## src/rtl/serial_adder_pkg.sv

```systemverilog
// Shared types and constants for the bit-serial adder.
// Holds the controller state encoding and the default operand width.
package serial_adder_pkg;

    localparam int DEFAULT_WIDTH = 8;

    typedef enum logic [1:0] {
        IDLE = 2'd0,
        RUN  = 2'd1,
        DONE = 2'd2
    } state_t;

endpackage

```

## src/rtl/serial_adder_full_adder.sv

```systemverilog
// One-bit full adder built from two half adders; purely combinational.
// half_adder: x, y -> s, c.  full_adder: a, b, ci -> s, co.
module half_adder (
    input  logic x,
    input  logic y,
    output logic s,
    output logic c
);

    assign s = x ^ y;
    assign c = x & y;

endmodule

module full_adder (
    input  logic a,
    input  logic b,
    input  logic ci,
    output logic s,
    output logic co
);

    logic s0;
    logic c0;
    logic c1;

    half_adder u_ha0 (
        .x (a),
        .y (b),
        .s (s0),
        .c (c0)
    );

    half_adder u_ha1 (
        .x (s0),
        .y (ci),
        .s (s),
        .c (c1)
    );

    assign co = c0 | c1;

endmodule

```

## src/rtl/serial_adder.sv

```systemverilog
// Bit-serial adder: adds a+b LSB first, one bit per clock, via one full_adder.
// Ports: clk, rst (sync, active-high), start, a, b in; busy, done, sum, carry out.
module serial_adder
    import serial_adder_pkg::*;
#(
    parameter int WIDTH = DEFAULT_WIDTH
) (
    input  logic             clk,
    input  logic             rst,
    input  logic             start,
    input  logic [WIDTH-1:0] a,
    input  logic [WIDTH-1:0] b,
    output logic             busy,
    output logic             done,
    output logic [WIDTH-1:0] sum,
    output logic             carry
);

    localparam int CW = $clog2(WIDTH + 1);
    localparam logic [CW-1:0] LAST = CW'(WIDTH - 1);

    state_t state;
    state_t state_nx;

    logic [WIDTH-1:0] shift_a;
    logic [WIDTH-1:0] shift_b;
    logic [WIDTH-1:0] psum;
    logic             cy;
    logic [CW-1:0]    cnt;

    logic             fa_s;
    logic             fa_co;
    logic             accept;
    logic             last_bit;
    logic [WIDTH-1:0] psum_nx;

    full_adder u_fa (
        .a  (shift_a[0]),
        .b  (shift_b[0]),
        .ci (cy),
        .s  (fa_s),
        .co (fa_co)
    );

    assign last_bit = (cnt == LAST);

    // New sum bit enters at the MSB; after WIDTH shifts bit 0 is at the LSB.
    assign psum_nx = {fa_s, psum[WIDTH-1:1]};

    always_comb begin
        state_nx = state;
        busy     = 1'b0;
        done     = 1'b0;
        accept   = 1'b0;
        unique case (state)
            IDLE: begin
                if (start) begin
                    accept   = 1'b1;
                    state_nx = RUN;
                end
            end
            RUN: begin
                busy = 1'b1;
                if (last_bit) begin
                    state_nx = DONE;
                end
            end
            DONE: begin
                done = 1'b1;
                if (start) begin
                    accept   = 1'b1;
                    state_nx = RUN;
                end else begin
                    state_nx = IDLE;
                end
            end
            default: begin
                state_nx = IDLE;
            end
        endcase
    end

    always_ff @(posedge clk) begin
        if (rst) begin
            state <= IDLE;
        end else begin
            state <= state_nx;
        end
    end

    always_ff @(posedge clk) begin
        if (rst) begin
            shift_a <= '0;
            shift_b <= '0;
            psum    <= '0;
            cy      <= 1'b0;
            cnt     <= '0;
            sum     <= '0;
            carry   <= 1'b0;
        end else if (accept) begin
            shift_a <= a;
            shift_b <= b;
            psum    <= '0;
            cy      <= 1'b0;
            cnt     <= '0;
        end else if (state == RUN) begin
            shift_a <= {1'b0, shift_a[WIDTH-1:1]};
            shift_b <= {1'b0, shift_b[WIDTH-1:1]};
            psum    <= psum_nx;
            cy      <= fa_co;
            cnt     <= cnt + CW'(1);
            // Result registers move only on the edge that enters DONE.
            if (last_bit) begin
                sum   <= psum_nx;
                carry <= fa_co;
            end
        end
    end

endmodule
```

## config.mk

```make
export PLATFORM = sky130hd
export DESIGN_NAME = serial_adder
export DESIGN_NICKNAME = d
export VERILOG_FILES = /design/src/rtl/serial_adder_pkg.sv /design/src/rtl/serial_adder_full_adder.sv /design/src/rtl/serial_adder.sv
export SDC_FILE = /design/constraint.sdc
export NUM_CORES = 1
export LEC_CHECK = 0
export ABC_AREA = 1
export BUFFER_PORTS_ARGS = -buffer_cell sky130_fd_sc_hd__buf_2
export CORE_AREA = 2 2 67 56
export DETAILED_ROUTE_END_ITERATION = 8
export DIE_AREA = 0 0 69 58
export GPL_TIMING_DRIVEN = 0
export PLACE_DENSITY_LB_ADDON = 0.2
export SKIP_LAST_GASP = 1
export SYNTH_ARGS = -nofsm -noshare
export SYNTH_HDL_FRONTEND = slang
export SYNTH_SLANG_ARGS = --single-unit
```

## constraint.sdc

```tcl
create_clock -name clk -period 1.3 [get_ports clk]
set_input_delay 0.13 -clock clk [delete_from_list [all_inputs] [get_ports clk]]
set_output_delay 0.13 -clock clk [all_outputs]
set_load 0.02 [all_outputs]
```

-- After elaboration in Yosys (flattened, before gate mapping)
Index checks and enable logic that the tools add are counted.
Widths: inputs -> output; s select.
- register bits: 40
- latch bits: 0
- bits in writable memories: 0
- memory bits (read-only): 0
- output and inout port bits: 11
- word-level logic and storage cells: 38
- memories kept: 0
- add/subtract/negate cells: 1
- $mul: 0
- divide/modulo/power cells: 0
- order comparisons: 0
- equality and inequality tests: 5
- shifts and indexed selects: 0
- multiplexer cells: 12
- bitwise operators: 6
- reductions and logical operators: 6
- operator list (cell ; count):
    $mux 8 ; 4
    $pmux 2 s3 ; 1
    $mux 1 ; 5
    $add 4x1->4 const B ; 1
    $eq 4x3->1 const B ; 1
    $mux 2 ; 2
    $ne 2x2->1 const B ; 2
    $reduce_or 2->1 ; 2
    $reduce_and 3->1 ; 1
    $and 1x1->1 ; 2
    $eq 2x1->1 const B ; 1
    $eq 2x2->1 const B ; 1
    $logic_not 2->1 ; 1
    $reduce_and 2->1 ; 1
    $reduce_bool 2->1 ; 1
    $xor 1x1->1 ; 2
    $not 1->1 ; 1
    $or 1x1->1 ; 1

-- Depth between registers and ports, before layout
Gate-level depths: netlist (run 1).
- word-level depth: 5
- mapped depth: 8

-- Cells and area by module
From an unflattened synthesis (run 1), not the netlist that was laid out.
- cells, all modules: 249
- area, all modules: 1790.5 um2
- modules (own cells, without submodules) (module ; times used ; cells an instance ; area an instance (um2)):
    serial_adder ; 1 ; 244 ; 1754.2
    half_adder ; 2 ; 1 ; 12.5
    full_adder ; 1 ; 3 ; 11.3

-- Worst setup path after synthesis (run 1)
OpenSTA, ideal clock, no wires.
- path type: register -> register
- start point: register cnt[0]
- end point: register sum[1]
- arrival: 1070 ps
- required time: 1241 ps
- path slack: 172 ps
- cell stages (with the launch flop): 8
- path buffers: 0
- cell sequence: dfxtp_1 ha_1 nand2_1 nor2_1 nand2_4 nor2_4 nand2_1 nand2_1
- longest elaborated chain between the ends: 2
- ends and longest elaborated chain (item ; RTL line ; RTL):
    start, declared ; serial_adder.sv:29 ; logic [CW-1:0] cnt;
    start signal, assigned ; serial_adder.sv:111 ; cnt <= cnt + CW'(1);
    $eq 4x3->1 ; serial_adder.sv:45 ; assign last_bit = (cnt == LAST);
    $reduce_and 3->1 (no line) ; -- ;
    end signal, assigned ; serial_adder.sv:114 ; sum <= psum_nx;
    end, declared ; serial_adder.sv:15 ; output logic [WIDTH-1:0] sum,
Every way passes these cells.
A chain may end at the register's enable or synchronous reset.

-- Worst setup path after layout (run 1)
- start point: register state[0]
- end point: output done
- longest elaborated chain between the ends: 2
- ends and longest elaborated chain (item ; RTL line ; RTL):
    start, declared ; serial_adder.sv:22 ; state_t state;
    start signal, assigned ; serial_adder.sv:87 ; state <= state_nx;
    $eq 2x2->1 ; serial_adder.sv:55 ; unique case (state)
    $mux 1 ; serial_adder.sv:55 ;
    end, declared ; serial_adder.sv:14 ; output logic done,
Every way passes these cells.

==> results of run 1 <==
==> where the power goes <==
part | switching [W] | total [W] | internal, W
registers | 0.0000339 | 0.00129 | 0.00125
clock network | 0.000421 | 0.00119 | 0.000767
logic | 0.000208 | 0.000354 | 0.000146
total | 0.000663 | 0.00283 | 0.00217
==> cell type report <==
class	count	area [µm²]	area share, %
Sequential cell	39	785	36.5
Multi-Input combinational cell	158	767	35.7
Timing Repair Buffer	33	196	9.15
Inverter	36	141	6.59
Clock buffer	6	72.6	3.38
Buffer	9	72.6	3.38
Clock inverter	2	60.1	2.80
Tap cell	42	52.6	2.45
==> final timing paths <==
path                            cells after the start  slack, ns          to
worst max-delay path                                4       0.01        done
worst min-delay path                                3       0.07  shift_b[7]
worst max register to register                      7       0.09      sum[6]
worst min register to register                      2       0.46      sum[3]
==> metrics by stage <==
| step | utilization [%] | setup WS (ns) |
|---|---|---|
| after floorplan | - | 0.172 |
| after global placement | 58.0 | 0.0288 |
| after detailed placement | 58.0 | 0.0404 |
| after CTS | 62.6 | -0.00465 |
| after global routing | 64.5 | -0.0128 |
| final | 64.5 | 0.0111 |
==> sequential cells by signal, summed over array words and instances, names as in the netlist <==
name     flops
sum          8
cy           1
shift_b      8
state        2
shift_a      8
cnt          4
psum         7
carry        1
==> placed cells by master (no fill, tap or decap), drive strengths merged <==
cell / Yosys / routed
nand2: 66 / 66
buf: 9 / 42
dfxtp: 39 / 39
inv: 35 / 35
nor2: 32 / 32
nand3: 22 / 22
o21ai: 18 / 18
a21oi: 17 / 17
clkbuf: 0 / 6
bufinv: 0 / 2
nor3: 1 / 1
clkinv: 1 / 1
fa: 1 / 1
ha: 1 / 1
==> critical path, delay by kind of cell (launching register included) <==
| kind | cells | cell delay (ns) |
|---|---|---|
| buffers and inverters | 3 | 0.45 |
| and+or+nand+nor | 1 | 0.12 |
| DFF | 1 | 0.31 |
==> kinds of logic (layout without fill, tap and decap cells) <==
family          after synthesis  in the layout  share of synthesized area [%]
compound gates               35             35                           10.3
fa+ha+maj                     2              2                           1.87
buf+inv                      45             86                           12.1
flops                        39             39                           45.0
simple gates                121            121                           30.8
==> timing repair <==
item / in CTS / in global routing
resized for setup: 2 / 15
setup endpoints to repair: 2 / 17
buffers inserted: 2 / 3
endpoints found under the hold margin: 0 / 0
pin swaps: 1 / 3
==> metal layers <==
metal  wire (µm)  vias up
li1            -      824
met1        1730      696
met2        1650       32
met3         170        4
met4          25        0
met5           0        -
==> impl_metrics.json, run 1 <==
{
  "cap_violations": 0,
  "synth_seq_cells": 39,
  "placedInstanceArea_mm2": 0.00193,
  "yosys_warnings": 0,
  "status": "complete, no violations",
  "dieHeight_um": 58,
  "cellLeakagePower_nw": 1.05,
  "critical_path.slowest_cell": "dfxtp_1",
  "grt_busiest_layer": "met2",
  "slew_headroom_pct": 79.6,
  "cpPeakStageDelay_ns": 0.31,
  "grt_util_met1_pct": 24.8,
  "maxSlewViolCount": 0,
  "first_pass_iters": 4,
  "r2r-start": "cnt[0]",
  "die_x_um": 69,
  "synth.net_count": 263,
  "wl_per_cell_um": 11.0,
  "power_density_mw_per_mm2": 1320,
  "post-route-cell-area_mm2": 0.00215,
  "synth.distinct_cells": 23,
  "io-pin-count": 30,
  "hold_slack_ns": 0.0720,
  "cts_hold_buf": 0,
  "htree_levels": 2,
  "rows": 19,
  "startpoint": "state[0]",
  "grt_max_degree": 13,
  "synth-main-ff-cell": "dfxtp_1",
  "clock-sinks": 39,
  "setup_viol": 0,
  "min_from": "b[7]",
  "syn2layout_area_growth_pct": 23.6,
  "use_met3_pct": 4.70,
  "first_iter_violations": 82,
  "numCtsBuffers": 5,
  "grt_util_met2_pct": 31.5,
  "yosysMostFrequentCell": "nand2_1",
  "nets": 303,
  "drc": 0,
  "syn-cell-area_mm2": 0.00174,
  "hold_violations": 0,
  "grt_pass1_wl_mm": 6.00,
  "crit_arrival_ns": 1.16,
  "fin_crit_sh_pct": 99.1,
  "clk_path_buf_depth": 2,
  "via_per_inst": 4.79,
  "grt_pass1_vias": 1359,
  "synthCells": 242,
  "syn_area_per_cell_um2": 7.18,
  "ys_seq_area_share_pct": 45.0,
  "cp_max_fo": 6,
  "yosysTopAreaCellShare_pct": 45.0,
  "die_area_mm2": 0.00400,
  "finalSetupTns_ns": 0,
  "insertion_delay_ns": 0.29,
  "crit_path_end_kind": "output pin",
  "tightest_slew_ns": 0.306,
  "grt_usage_pct": 19.0,
  "crit_path_start_kind": "register",
  "gp_congestion": 0.812,
  "synth_top_area_cell": "dfxtp_1",
  "root_buffer": "clkbuf_8",
  "ir_worst_vdd_uv": 811,
  "fillers": 322,
  "total_power_w": 0.00283,
  "final_cells": 325,
  "finalCriticalPeriod_ns": 1.29,
  "routed_wirelength_mm": 3.58,
  "numPortBuffers": 28,
  "crit_path_cell_trace": "buf_6, buf_4, nor2_1, buf_2",
  "fmax_ghz": 0.776,
  "synth_edf_count": 0,
  "antennaDiodeCount": 0,
  "crit_type": "reg -> out",
  "clock_skew_ns": 0.00666,
  "async_reset_ff_share_pct": 0,
  "worst-endpoint-required_ns": 1.17,
  "clkTransAtPathRegs_ns": 0.08,
  "hold_path_class": "in -> reg",
  "antenna_found_initial": 0,
  "synth_area_leaders": "dfxtp_1 45%, nand2_1 13%, inv_1 6.9%",
  "rsz0062_at_grt": "yes",
  "vias": 1556,
  "coreArea_mm2": 0.00333,
  "antenna_left": 0,
  "initial_utilization_pct": 52.2,
  "tritoncts": "yes",
  "grt_overflow": 0,
  "synth_commonest_cells": "61 x nand2_1, 39 x dfxtp_1, 32 x inv_1, 28 x nor2_1, 22 x nand3_1",
  "dp_hpwl_mm": 2.47,
  "drive_gt1_share_pct": 24.7,
  "placed_cells": 312
}
(Power assumes the default switching activity.)
==> run 2: changes to the inputs <==
- CELL_PAD_IN_SITES_DETAIL_PLACEMENT: unset -> 1
- CELL_PAD_IN_SITES_GLOBAL_PLACEMENT: unset -> 1
- CORE_AREA: 2 2 67 56 -> 2 2 78 65
- DIE_AREA: 0 0 69 58 -> 0 0 80 67
==> run 2 against run 1 <==
Against the previous run:
- utilization decreased by 16 points
- largest power group unchanged
- sequential power hardly changed
- critical path depth increased by 1
- final area rose by 2.8%
- sequential cell count did not move
- die area increased by 34%
- critical path type unchanged
- largest cell class is now multi-input gates
- via count rose by 4.0%
- final cell count increased by 6.8%
- register-to-register slack is essentially flat
==> impl_metrics.json, run 2 (synthesis gave the netlist of run 1 again) <==
{
  "status": "complete, no violations",
  "first_iter_violations": 33,
  "initial_utilization_pct": 38.5,
  "coreArea_mm2": 0.00451,
  "clkPwrFrac_pct": 38.3,
  "ir_worst_vdd_uv": 584,
  "fin_crit_sh_pct": 95.3,
  "switching_power_w": 0.000679,
  "mostFrequentLayoutCells": "60 x nand2_1, 35 x dfxtp_1, 32 x inv_1, 29 x buf_2, 25 x nor2_1",
  "placedInstanceArea_mm2": 0.00195,
  "seqPwrFrac_pct": 47.5,
  "routed_wirelength_mm": 4.39,
  "dp_hpwl_mm": 3.00,
  "cellLeakagePower_nw": 1.06,
  "maxSlewViolCount": 0,
  "wl_per_cell_um": 12.6,
  "largestRegisters": "shift_a x8, shift_b x8, sum x8",
  "power_density_mw_per_mm2": 1230,
  "clock_skew_ns": 0.00296,
  "worst-endpoint-required_ns": 1.17,
  "htree_levels": 2,
  "rows": 22,
  "grt_max_degree": 13,
  "tritoncts": "yes",
  "cts_hold_buf": 0,
  "post-route-cell-area_mm2": 0.00221,
  "tightest_slew_ns": 0.344,
  "finalCriticalPeriod_ns": 1.24,
  "fillers": 603,
  "setup_viol": 0,
  "slew_headroom_pct": 77.0,
  "syn2layout_area_growth_pct": 27.1,
  "fmax_ghz": 0.807,
  "die_area_mm2": 0.00536,
  "vias": 1618,
  "combPwrFrac_pct": 14.2,
  "final_common_cell": "nand2_1",
  "clk_path_buf_depth": 2,
  "drc": 0,
  "crit_type": "reg -> out",
  "crit_path_end_kind": "output pin",
  "numCtsBuffers": 5,
  "die_x_um": 80,
  "gp_congestion": 0.719,
  "cp_max_fo": 5,
  "switching_share_pct": 25.0,
  "antenna_found_initial": 0,
  "via_per_inst": 4.66,
  "hold_violations": 0,
  "numPortBuffers": 28,
  "dieHeight_um": 67,
  "first_pass_iters": 4,
  "drive_gt1_share_pct": 26.8,
  "finalSetupTns_ns": 0,
  "hold_path_class": "in -> reg",
  "antenna_left": 0,
  "crit_path_start_kind": "register",
  "grt_usage_pct": 18.1,
  "crit_arrival_ns": 1.11,
  "grt_pass1_vias": 1586,
  "io-pin-count": 30,
  "clkTransAtPathRegs_ns": 0.07,
  "nets": 307,
  "cap_violations": 0,
  "antennaDiodeCount": 0,
  "rsz0062_at_grt": "yes",
  "insertion_delay_ns": 0.29,
  "clock-sinks": 39,
  "internal-power_w": 0.00203,
  "hold_slack_ns": 0.0748,
  "grt_pass1_wl_mm": 7.36,
  "root_buffer": "clkbuf_8",
  "grt_overflow": 0
}
-- run 2: cell type report --
cell class | instances | area [µm²] | area share (%)
plain buffers | 9 | 75.1 | 3.40
clock buffers | 6 | 82.6 | 3.74
clock inverters | 2 | 35.0 | 1.59
inverters | 36 | 143 | 6.46
multi-input cells | 159 | 795 | 36.0
flip-flops and latches | 39 | 786 | 35.6
well taps | 60 | 75.1 | 3.40
repair buffers | 36 | 216 | 9.81
-- run 2: worst paths after layout --
path | end | start | slack [ns] | depth (start not counted)
setup / recovery | busy | state[0] | 0.06 | 5
hold / removal | shift_b[7] | b[7] | 0.07 | 3
setup reg to reg | shift_a[2] | state[0] | 0.10 | 8
hold reg to reg | psum[1] | psum[1] | 0.46 | 2
-- run 2: worst max-delay path: stages (launching register included) --
cell	delay, ns
dfxtp_2	0.32
buf_6	0.12
inv_4	0.06
nor2_8	0.11
buf_6	0.11
buf_6	0.10
-- run 2: layer usage --
metal / GRT usage (%) / wire [µm] / vias up / part of all wire (%)
met3: 3.66 / 164 / 10 / 3.7
met5: 0 / 0 / - / 0
li1: - / - / 833 / -
met2: 29.8 / 2030 / 29 / 46
met1: 23.5 / 2110 / 746 / 48
met4: 6.78 / 85 / 0 / 1.9
-- run 2: stage by stage --
stage	setup slack, ns	util (%)	power (W)	std cells
after floorplan	0.172	-	0.00155	242
after global placement	0.00163	43.2	0.00164	330
after detailed placement	-0.00225	43.2	0.00165	330
after CTS	0.00198	46.9	0.00272	343
after global routing	-0.00470	48.9	0.00287	347
final	0.0611	48.9	0.00271	347
-- run 2: power groups by stage --
stage / Clock, W / Sequential [W] / Combinational, W
2_1_floorplan: 0 / 0.00131 / 0.000244
3_3_place_gp: 0 / 0.00131 / 0.000329
3_5_place_dp: 0 / 0.00132 / 0.000337
4_1_cts: 0.00107 / 0.00129 / 0.000362
5_1_grt: 0.00112 / 0.00130 / 0.000449
6_report: 0.00104 / 0.00129 / 0.000385
-- run 2: timing repair --
item                                    4_1_cts  5_1_grt
buffers inserted                              5        3
pin swaps                                     2        3
gates cloned                                  0        1
gates resized for setup                       4       27
endpoints found under the setup margin       10       22
